===== config.mk =====
export PLATFORM = sky130hd
export DESIGN_NAME = serial_accumulator_calculator
export DESIGN_NICKNAME = d
export VERILOG_FILES = /design/src/rtl/serial_accumulator_calculator.sv
export SDC_FILE = /design/constraint.sdc
export NUM_CORES = 1
export LEC_CHECK = 0
export ABC_AREA = 1
export CORE_UTILIZATION = 45
export DETAILED_ROUTE_END_ITERATION = 10
export GPL_TIMING_DRIVEN = 0
export PLACE_DENSITY = 0.66
export SYNTH_ARGS = -nofsm -noshare
export SYNTH_HDL_FRONTEND = slang
export SYNTH_HIERARCHICAL = 1
export SYNTH_SLANG_ARGS = --single-unit

===== constraint.sdc =====
create_clock -name i_clk -period 1.7 [get_ports i_clk]
set_clock_uncertainty 0.15 [all_clocks]
set_input_delay 0.34 -clock i_clk [delete_from_list [all_inputs] [get_ports i_clk]]
set_output_delay 0.34 -clock i_clk [all_outputs]
set_load 0.02 [all_outputs]

===== src/rtl/serial_accumulator_calculator.sv =====
// Serial accumulator calculator: a WIDTH-bit accumulator that supports ADD, SUB,
// LOAD and CLEAR with an operand from the switches. ADD and SUB go through a
// single full-adder slice, one bit per clock. The accumulator and carry drive a
// bank of active-low seven-segment displays.
//
// Ports:
//   i_clk       system clock
//   i_reset     synchronous, active-high reset
//   i_operand   operand B, sampled only when a start is accepted
//   i_op        00 ADD, 01 SUB, 10 LOAD, 11 CLEAR, sampled only when a start is accepted
//   i_start     level request; the block acts on its rising edge
//   o_acc       accumulator value
//   o_carry     carry out of the last ADD/SUB (for SUB, 1 = no borrow)
//   o_overflow  two's-complement overflow of the last ADD/SUB
//   o_busy      serial operation in progress
//   o_done      one-cycle pulse when an operation completes
//   o_hex       digit k at [7k+6:7k]; low digits show o_acc, top digit shows o_carry

// Hex nibble to active-low seven-segment pattern (bit 0 = segment a).
// Ports: digit (4-bit value), segments (active-low, {g,f,e,d,c,b,a}).
module decoder_de10_lite (
  input  logic [3:0] digit,
  output logic [6:0] segments
);

  always_comb begin
    segments = 7'b1111111;
    case (digit)
      4'h0: segments = 7'b1000000;
      4'h1: segments = 7'b1111001;
      4'h2: segments = 7'b0100100;
      4'h3: segments = 7'b0110000;
      4'h4: segments = 7'b0011001;
      4'h5: segments = 7'b0010010;
      4'h6: segments = 7'b0000010;
      4'h7: segments = 7'b1111000;
      4'h8: segments = 7'b0000000;
      4'h9: segments = 7'b0010000;
      4'hA: segments = 7'b0001000;
      4'hB: segments = 7'b0000011;
      4'hC: segments = 7'b1000110;
      4'hD: segments = 7'b0100001;
      4'hE: segments = 7'b0000110;
      4'hF: segments = 7'b0001110;
      default: segments = 7'b1111111;
    endcase
  end

endmodule

module serial_accumulator_calculator #(
  parameter  int unsigned WIDTH    = 8,
  localparam int unsigned N_DIGITS = WIDTH / 4
) (
  input  logic                        i_clk,
  input  logic                        i_reset,
  input  logic [WIDTH-1:0]            i_operand,
  input  logic [1:0]                  i_op,
  input  logic                        i_start,
  output logic [WIDTH-1:0]            o_acc,
  output logic                        o_carry,
  output logic                        o_overflow,
  output logic                        o_busy,
  output logic                        o_done,
  output logic [7*(N_DIGITS+1)-1:0]   o_hex
);

  localparam int unsigned CNT_W = $clog2(WIDTH);

  localparam logic [1:0] OP_ADD   = 2'b00;
  localparam logic [1:0] OP_SUB   = 2'b01;
  localparam logic [1:0] OP_LOAD  = 2'b10;

  typedef enum logic {
    IDLE,
    CALC
  } state_t;

  state_t             state;
  logic               start_q;
  logic [WIDTH-1:0]   a_sr;
  logic [WIDTH-1:0]   b_sr;
  logic [WIDTH-1:0]   res_sr;
  logic               c_q;
  logic [CNT_W-1:0]   cnt;

  logic               start_edge;
  logic               sum_bit;
  logic               carry_next;

  // Rising edge of the start request
  assign start_edge = i_start & ~start_q;

  // Single full-adder slice on the LSBs of the operand shift registers
  assign sum_bit    = a_sr[0] ^ b_sr[0] ^ c_q;
  assign carry_next = (a_sr[0] & b_sr[0]) | (a_sr[0] & c_q) | (b_sr[0] & c_q);

  // Control FSM, serial datapath and registered outputs
  always_ff @(posedge i_clk) begin
    if (i_reset) begin
      state      <= IDLE;
      start_q    <= 1'b1;  // a start held across reset must not trigger
      a_sr       <= '0;
      b_sr       <= '0;
      res_sr     <= '0;
      c_q        <= 1'b0;
      cnt        <= '0;
      o_acc      <= '0;
      o_carry    <= 1'b0;
      o_overflow <= 1'b0;
      o_busy     <= 1'b0;
      o_done     <= 1'b0;
    end else begin
      start_q <= i_start;
      o_done  <= 1'b0;
      case (state)
        IDLE: begin
          if (start_edge) begin
            case (i_op)
              OP_ADD, OP_SUB: begin
                // SUB is A + ~B + 1: invert B and seed the carry with 1
                a_sr   <= o_acc;
                b_sr   <= i_op[0] ? ~i_operand : i_operand;
                c_q    <= i_op[0];
                cnt    <= '0;
                o_busy <= 1'b1;
                state  <= CALC;
              end
              OP_LOAD: begin
                o_acc      <= i_operand;
                o_carry    <= 1'b0;
                o_overflow <= 1'b0;
                o_done     <= 1'b1;
              end
              default: begin
                o_acc      <= '0;
                o_carry    <= 1'b0;
                o_overflow <= 1'b0;
                o_done     <= 1'b1;
              end
            endcase
          end
        end
        CALC: begin
          c_q    <= carry_next;
          a_sr   <= a_sr >> 1;
          b_sr   <= b_sr >> 1;
          res_sr <= {sum_bit, res_sr[WIDTH-1:1]};
          cnt    <= cnt + CNT_W'(1);
          if (cnt == CNT_W'(WIDTH - 1)) begin
            // Last bit: a_sr[0]/b_sr[0] now hold the original operand MSBs
            o_acc      <= {sum_bit, res_sr[WIDTH-1:1]};
            o_carry    <= carry_next;
            o_overflow <= (a_sr[0] == b_sr[0]) & (sum_bit != a_sr[0]);
            o_busy     <= 1'b0;
            o_done     <= 1'b1;
            state      <= IDLE;
          end
        end
        default: state <= IDLE;
      endcase
    end
  end

  // Display: accumulator nibbles LSB first, carry on the top digit
  for (genvar k = 0; k < int'(N_DIGITS); k++) begin : g_digit
    decoder_de10_lite u_dec (
      .digit    (o_acc[4*k +: 4]),
      .segments (o_hex[7*k +: 7])
    );
  end

  decoder_de10_lite u_dec_carry (
    .digit    ({3'b000, o_carry}),
    .segments (o_hex[7*N_DIGITS +: 7])
  );

endmodule


# After elaboration in Yosys (flattened, before gate mapping)
# Memory sizes are Yosys's and may differ from the RTL's. A register that Yosys moved wholly into a read port is not among the register bits.
# Cells that the tools add are included.
# op_classes
addsub,1
mul,0
n_div,0
n_lt_le_gt_ge,0
eq_ne,9
n_shift,0
mux,41
bitwise,12
n_reduce_logical,5
# ops
operator,count
8-bit case mux with 2 select lines,4
8-bit two-way mux,7
4-bit two-way mux,6
1-bit two-way mux,15
1-bit case mux with 2 select lines,6
8-bit inverter,1
3-bit two-way mux,2
3-bit case mux with 2 select lines,1
3-bit AND reduction,2
1-bit AND,5
"2-bit by 1-bit inequality test with 1-bit output, second input constant",2
"2-bit inequality test, second input constant",2
"3-bit by 1-bit adder with 3-bit output, second input constant",1
"3-bit == test, second input constant",1
"2-bit by 1-bit == test with 1-bit output, second input constant",1
"2-bit == test, second input constant",1
2-bit logical NOT,1
1-bit inverter,2
1-bit OR,2
2-bit AND reduction,1
2-bit OR reduction,1
1-bit bitwise XOR,2
1-bit == test,1
1-bit inequality test,1
# totals
regBits,42
latchBits,0
ramBits,0
romBits,336
in_bits,13
word_cells,83
mem_count,3
# mem_list
memory,depth,word_bits,rd,rd_ports_with_merged_regs,wr,line,rtl
(no name shown),16,7,1,1,0,28,case (digit)
(no name shown),16,7,1,1,0,28,
(no name shown),16,7,1,1,0,28,

# Logic depth before layout (Yosys ltp)
# Gate-level depths: netlist (run 1).
# logic_depth
word_depth,7
depth_mapped,7
depth_no_buf,7

# By module
# The synthesis (run 1) kept the hierarchy.
# by_module_without_submodules
module,n_inst,cells_per_inst,area_each_um2,seq_area_each_um2
serial_accumulator_calculator,1,265,1905.6,820.8
decoder_de10_lite,3,49,274.0,0.0

# Worst setup path before layout (run 1)
# OpenSTA, ideal clock, no wires.
# synth_timing
path_kind,register to output
from,"reg, netlist name o_acc[4]"
to,out o_hex[10]
arrival_ps,1294
required_ps,1210
setup_slack_ps,-84
stages_incl_launch_ff,6
path_buffers,0
path_cell_list,dfxtp_1 > inv_1 > ha_1 > nand2_1 > nand3_1 > nand2_1
# synth_rtl
element,line,rtl
"end, declared",65,output logic [7*(N_DIGITS+1)-1:0] o_hex

==> results.md, run 1 <==
Job:
- The reported max-cap violation count is 0.

Synth:
- The xor-xnor portion of the synthesized cell area is 2.89%.
- The synthesized-area fraction occupied by adder cells is 12.2%.
- The mapped netlist covers about 2700 µm².
- Dividing the synthesized area by the synthesized cell count gives about 6.6 µm².
- The synthesized netlist devotes about 36% of its cell area to simple gates.
- The synthesis-stage register bit count is 41.
- The number of distinct library cell variants in the gate-level netlist after synthesis is 25.
- By area, the combinational part of the netlist is dominated by simple AND/OR/NAND/NOR gates.
- For this run, the number of Yosys warnings is 6.
- The share of synthesized area occupied by flip-flops and latches is approximately 30%.
- The mux contribution to synthesized area is 0%.
- The fraction of the mapped netlist area in compound gates is 9.95%.
- Synthesis produced ~400 cells.

STA:
- The max-slew headroom at the worst pin is between 60% and 70%.
- The highest clock frequency the design can meet is about 530 MHz.
- The number of failing hold endpoints at the final stage is 0.
- The final critical path takes up 111% of the cycle.
- After layout, the worst setup slack is -0.182 ns.
- The setup total negative slack is -1.55 ns.
- The time the final worst path needs with I/O delays and setup is 1.88 ns.
- For the pin with the worst max-slew slack, the measured transition is approximately 0.54 ns.
- The final-report max-slew violation count came to 0.
- Setup repair after global routing could not meet its margin everywhere.
- Setup violations remaining at the end of the flow were counted as 15.

Placement:
- Once placement finished, the instance area stood at 3260 µm².
- Before CTS, the worst setup slack after placement is -0.447 ns.
- Detailed placement ended at an HPWL of 4.76 mm.
- The port buffer count is just over 40.
- Routability-driven placement finished with a final weighted congestion of 0.793.

Critical path:
- STA classifies the critical path startpoint as a flop.
- The data required time at the worst endpoint is ~1.2 ns.
- The signal arrival time at the worst endpoint is between 1 and 1.5 ns.
- The worst reg-to-reg path cell count is 7.
- The endpoint identified for the worst register-to-register timing path is o_acc[5].
- The worst register-to-register path has a setup slack of 0.12 ns.
- In this run the critical register-to-register path is launched from cnt[0].
- The worst setup path is captured at an output port.
- The kind of critical path is flop to output port.
- Of all nets on the critical path, the largest fanout is 5.

Detailed routing:
- Using the TritonRoute via totals, the vias-per-cell ratio works out to 4.99.
- Once detail routing completed, the nets flagged for antenna violations numbered 0.
- The first detailed-routing pass took 4 iterations.
- The final routed DRC violation total is 0.
- Summing over every cut layer, the via total after detailed routing is between 2000 and 3000.
- The number of DRC violations after detailed-routing iteration 0 is approximately 110.
- In the final routed layout, each cell accounts on average for around 13 µm.
- The total routed wirelength is around 7.3 mm.

Run status:
- The run finished, with violations left.
- The final reports fail on setup timing.

Floorplanning:
- The die covers ~6400 µm².
- In this run the count of I/O pins placed on the die edge is 46.
- In this run the standard cell core region covers ~5700 µm².
- The width of the die is between 70 and 80 µm.
- The die is about 80 µm tall.
- The initial core utilization is around half.
- The floorplan has 27 rows.

Global route:
- The pin count of the biggest net entering global routing is 13.
- The initial antenna violation count is 0.
- For this run the aggregate overflow at the end of global routing stands at 0.
- The first-pass GRT wire length is about 12 mm.
- The number of global-route vias before repair is ~2500.
- Global routing used 23.5% of the available tracks.

CTS:
- The cell sitting at the root of the clock tree is a sky130_fd_sc_hd__clkbuf_8.
- The quantity of hold-fixing buffers added after cts is 0.
- CTS built an H-tree with a depth of 2.
- The clock-pin transition on the worst setup and hold timing paths is approximately 0.08 ns.
- For the worst-skew pair, the clock arrives at the later sink with an insertion delay of about 0.30 ns.
- The total clock sinks is between 40 and 50.
- The number of buffers between clock root and the deepest sink is 2.
- The number of CTS-inserted buffers is 5.
- The TritonCTS clock tree is yes.

Power and ir drop:
- The highest ir drop seen on vdd is between 500 and 600 µV.
- The leakage power is roughly 1.8 nW.
- For this design the ratio of total power to cell area is ~600 nW/µm².
- The total design power is between 2 and 2.5 mW.

Worst hold path:
- The sink of the worst hold path is b_sr[7].
- The worst hold path begins at i_op[0].
- The worst min-delay path class is primary input to flop.
- Counting instances, the worst hold path has a depth of 4.

Final layout:
- The final layout contains 526 nets.
- The count of antenna diodes in the layout is 0.
- The final core utilization is 68.3%.
- From synthesis to final layout, the design area changed by 42.2%.
- The finished cells cover 3880 µm².
- The proportion of layout cells with a drive suffix above 1 is just under 30%.
## cell type report
class                      count  area, µm²
buffer                        16        126
inverter                      31        144
clock buffer                   7       86.3
multi-input combinational    333       1990
clock inverter                 1       30.0
timing repair buffer          59        567
fill                         491       1800
sequential                    41        843
tap                           72       90.1
## report_power, final
part	internal (mW)	total (mW)	leakage, nW	switching [mW]
combinational	0.197	0.463	1.44	0.266
clock	0.479	0.818	0.0585	0.339
sequential	0.972	0.997	0.337	0.0243
total	1.65	2.28	1.83	0.629
## what timing repair did
action / CTS / global route
buffers inserted: 15 / 3
pin swaps: 17 / 16
setup endpoints to repair: 30 / 24
cloned: 0 / 1
resized for setup: 175 / 47
## per-stage QoR
stage	hold WS, ns	std cells
after floorplan	0.263	420
after global placement	0.298	533
after detailed placement	0.302	533
after CTS	0.287	556
after global routing	0.327	560
final	0.291	560
## flip-flops by register name, indices dropped and copies added, names as in the netlist
signal      count
o_busy          1
state           1
o_done          1
b_sr            8
o_carry         1
o_acc           8
start_q         1
o_overflow      1
c_q             1
res_sr          7
a_sr            8
cnt             3
## Yosys cell counts (all sizes together)
library cell	instances	area [µm²]
ha	25	313
xor2	2	17.5
xnor2	7	61.3
buf	13	110
o211ai	1	7.51
dfxtp	41	821
a211oi	1	12.5
nand3	41	215
inv	31	116
nand2	156	606
nor2	41	161
fa	1	20.0
a21oi	22	110
o21ai	26	141
conb	1	3.75
clkbuf	3	11.3
## worst max-delay path, cell delays in order (launching register included)
cell,delay [ns]
sky130_fd_sc_hd__dfxtp_4,0.39
sky130_fd_sc_hd__inv_6,0.09
sky130_fd_sc_hd__ha_2,0.19
sky130_fd_sc_hd__inv_1,0.05
sky130_fd_sc_hd__nand2_1,0.09
sky130_fd_sc_hd__nand3_2,0.10
sky130_fd_sc_hd__nand2_2,0.08
sky130_fd_sc_hd__buf_6,0.11
## how the worst max path moves through the flow
stage	depth (start not counted)	startpoint	slack, ns	to
global route	7	o_acc[4]	-0.21	o_hex[7]
detailed placement	6	o_acc[0]	-0.45	o_hex[3]
CTS	7	o_acc[4]	-0.15	o_hex[7]
finish	7	o_acc[4]	-0.18	o_hex[7]
global placement	6	o_acc[0]	-0.44	o_hex[3]
floorplan	4	o_acc[4]	0.01	o_hex[9]
## layer usage
layer | vias up | share of wire [%] | global-route usage [%] | wire length [µm]
met2 | 66 | 50 | 42.9 | 3680
met5 | - | 0 | 0 | 0
met3 | 9 | 3.6 | 4.00 | 261
met1 | 1275 | 45 | 28.1 | 3310
li1 | 1445 | - | - | -
met4 | 0 | 1.3 | 5.89 | 94
## logic make-up after synthesis
| kind of cell | after synthesis |
|---|---|
| compound gates | 50 |
| fa+ha+maj | 26 |
| xor+xnor | 9 |
| buf+inv | 47 |
| simple gates | 238 |
| other cells | 1 |
| flops | 41 |
## layout by cell type (no fill, tap or decap), drive strengths merged
master         netlist  final
dfxtp               41     41
a211oi               1      1
a21oi               22     22
ha                  25     25
buf                 13     49
inv                 31     31
nor2                41     41
clkdlybuf4s50        0     11
nand3               41     41
clkbuf               3     10
o21ai               26     26
dlygate4sd2          0     11
fa                   1      1
conb                 1      9
xnor2                7      7
xor2                 2      2
clkdlybuf4s15        0      1
nand2              156    157
o211ai               1      1
bufinv               0      1
Note: power is estimated with default switching activity, not from simulation.
==> run 2, diff against run 1 <==
--- a/config.mk
+++ b/config.mk
@@ -6,10 +6,13 @@
 export NUM_CORES = 1
 export LEC_CHECK = 0
 export ABC_AREA = 1
-export CORE_UTILIZATION = 45
+export CELL_PAD_IN_SITES_DETAIL_PLACEMENT = 0
+export CELL_PAD_IN_SITES_GLOBAL_PLACEMENT = 1
+export CORE_ASPECT_RATIO = 0.7
+export CORE_UTILIZATION = 37
 export DETAILED_ROUTE_END_ITERATION = 10
 export GPL_TIMING_DRIVEN = 0
-export PLACE_DENSITY = 0.66
+export PLACE_DENSITY = 0.76
 export SYNTH_ARGS = -nofsm -noshare
 export SYNTH_HDL_FRONTEND = slang
 export SYNTH_HIERARCHICAL = 1
==> run 2 against run 1 <==
  * The run still ends with setup timing left
  * Cell count increased by 4.3%
  * Combinational power increased by 2%
  * Count of clock-buffer cells in the layout unchanged
  * Sequential power about the same
  * Worst setup slack improved by 0.045 ns
  * Register-to-register slack about the same
  * Maximum frequency increased by 2.4%
==> results.md, run 2 (same netlist as run 1, synthesis figures left out) <==
Power and ir drop:
- The highest ir drop seen on vdd is 306 µV (-40%).
- The total design power is 2.11 mW (-7.2%).
- The leakage power was 1.83 nW (about the same).
- The power density normalized to cell area is 542 nW/µm² (-7.7%).

Global route:
- The number of global-route vias before repair is 2501 (-0.64%).
- The global-route usage over all layers is 20.0% (-3.4 points).
- The pin count of the biggest net entering global routing was 12 (-1).
- The initial antenna violation count is 0 (unchanged).
- The leftover overflow at the end of global routing is 0 (unchanged).
- The first-pass GRT wire length came to 12.2 mm (+5.9%).

Placement:
- The post-placement worst setup slack is -0.471 ns (-0.0242 ns).
- The port buffer count is 41 (unchanged).
- The placed standard-cell area was 3290 µm² (+0.84%).
- The routability congestion estimate from global placement is 0.886 (+12%).
- The sum of net half-perimeters after detailed placement is 5.43 mm (+14%).

Final layout:
- The post-synthesis to final-layout area growth is 43.0%.
- The count of antenna diodes in the layout came to 0 (unchanged).
- The largest registers in the layout are a_sr x8, b_sr x8, o_acc x8.
- The library cell used most frequently in the layout, excluding fill and tap cells, is sky130_fd_sc_hd__nand2_1.
- In the layout the commonest cells are sky130_fd_sc_hd__nand2_1 (132), sky130_fd_sc_hd__nor2_1 (38), sky130_fd_sc_hd__dfxtp_1 (34), sky130_fd_sc_hd__buf_6 (32), sky130_fd_sc_hd__nand3_1 (30).
- The total non-filler cell area in the finished layout came to 3900 µm² (+0.58%).
- The total number of nets in the final design is 529 (+0.57%).
- The number of fill cells in the layout is 676 (+38%).
- The proportion of layout cells with a drive suffix above 1 is 29.6% (+0.29 points).

Detailed routing:
- The routed length per instance was 13.4 µm (+1.8%).
- The number of nets with antenna violations after routing is 0 (unchanged).
- The final routed DRC violation total is 0 (unchanged).
- The ratio of routed vias to standard cells is 4.81 (-3.6%).
- The iteration count of the initial detailed-routing pass came to 4 (unchanged).
- The number of DRC violations after detailed-routing iteration 0 was 87 (-22%).
- The total routed wirelength is 7.80 mm (+6.2%).
- The via count was 2809 (+0.50%).

STA:
- Setup repair after global routing could not meet its margin everywhere.
- The final worst hold slack is 0.309 ns (+0.0183 ns).
- The final-report max-slew violation count was 0 (unchanged).
- The count of final setup violators is 15 (unchanged).
- The highest clock frequency the design can meet is 544 MHz (+2.4%).
- The time the final worst path needs with I/O delays and setup is 1.84 ns (-0.0449 ns).
- The setup total negative slack came to -1.44 ns (+0.118 ns).
- The final worst-path setup slack is -0.137 ns (+0.0449 ns).
- The max-slew headroom at the worst pin is 59.4% (-4.5 points).
- The portion of the clock cycle consumed by the worst path in the final layout is 108% (-2.6 points).
- The number of failing hold endpoints at the final stage is 0 (unchanged).
- The actual transition at the worst max-transition pin is 0.609 ns (+0.0676 ns).

CTS:
- The worst-skew pair later-pin latency was 0.29 ns (about the same).
- The quantity of hold-fixing buffers added after cts came to 0 (unchanged).
- The clock-pin transition on the worst setup and hold timing paths is 0.08 ns (about the same).
- The number of buffers between clock root and the deepest sink was 2 (unchanged).
- The total clock sinks is 41 (unchanged).
- The number of CTS-inserted buffers is 5 (unchanged).
- TritonCTS built the clock tree.
- CTS placed an instance of sky130_fd_sc_hd__clkbuf_8 at the clock tree root.
- The total number of H-tree levels is 2 (unchanged).

Critical path:
- The top fanout value on the critical path is 5 (unchanged).
- The critical path goes through buf_6 -> ha_2 -> nand2_2 -> o21ai_1 -> buf_4.
- The biggest cell delay along the critical path was 0.42 ns (+0.03 ns).
- Tracing the worst setup path back leads to its startpoint at o_acc[5].
- The endpoint of the worst register-to-register path is o_acc[4].
- The critical path launch point type is a flop.
- The signal arrival time at the worst endpoint came to 1.35 ns (-0.04 ns).
- The endpoint kind of the worst setup timing path is an output port.
- The launch point of the worst reg-to-reg path is cnt[0].
- The kind of critical path is flop to output port.
- The internal reg-to-reg setup slack is 0.13 ns (about the same).
- The data required time at the worst endpoint is 1.21 ns (about the same).
- Among cell families on the critical path, the largest total delay comes from flip-flops.
- The worst reg-to-reg path cell count is 6 (-1).
- The critical path buffer and inverter count is 2 (-1).
- Among all stages on the critical path, the largest delay is contributed by sky130_fd_sc_hd__dfxtp_4.
- The logic depth of the worst setup path including buffers is 5 (-2).
- The capturing instance or port of the critical path is o_hex[9].

Worst hold path:
- The worst min-delay path class is primary input to flop.

Floorplanning:
- The initial core utilization was 39.3% (-8.8 points).
- The site row count was 25 (-7.4%).
- The width of the die is 105 µm (+31%).
- The core box area was 6940 µm² (+22%).
- The die outline height is 73.8 µm (-7.5%).
- The number of top-level pins is 46 (unchanged).
- The full die area was 7720 µm² (+21%).

Job:
- The reported max-cap violation count came to 0 (unchanged).

Run status:
- The flow ran to the end, but the final reports show violations.
- The final reports fail on setup timing.
## run 2: how the worst min path moves through the flow
stage | startpoint | endpoint | slack [ns] | depth (start not counted)
floorplan | i_reset | state | 0.26 | 1
global placement | a_sr[6] | a_sr[6] | 0.30 | 2
detailed placement | a_sr[6] | a_sr[6] | 0.30 | 2
CTS | i_op[0] | b_sr[7] | 0.31 | 4
global route | res_sr[1] | res_sr[1] | 0.34 | 2
finish | i_op[0] | b_sr[7] | 0.31 | 4
## run 2: final cells by class
class	instances	area, µm²	area share, %
multi-input cells	333	1990	50.9
flip-flops and latches	41	842	21.6
repair buffers	62	596	15.3
inverters	31	141	3.63
plain buffers	16	130	3.34
well taps	94	118	3.02
clock buffers	7	86.3	2.21
## run 2: worst register-to-register path: cells and delay by family, from the launching register on
family	cells	cell delay [ns]
compound gates	1	0.21
fa+ha+maj	2	0.41
flops	1	0.33
simple gates	3	0.37
## run 2: report_power, final
| group | internal, mW | switching, mW |
|---|---|---|
| Sequential | 0.972 | 0.0231 |
| Clock | 0.323 | 0.326 |
| Combinational | 0.200 | 0.270 |
## run 2: timing repair
action,in CTS,in global routing
pin swaps,6,24
buffers inserted,10,11
resized for setup,171,55
gates cloned,0,1
setup endpoints to repair,32,25
## run 2: metrics by stage
step                      util, %  cells
after floorplan                 -    420
after global placement       47.4    555
after detailed placement     47.4    555
after CTS                    52.0    572
after global routing         56.2    584
final                        56.2    584
## run 2: metal layers
layer	up-vias	track usage, %	part of all wire, %
met5	-	0	0
met4	0	3.76	0.51
met3	6	3.46	3.9
met2	48	31.1	43
met1	1305	29.2	52
li1	1450	-	-
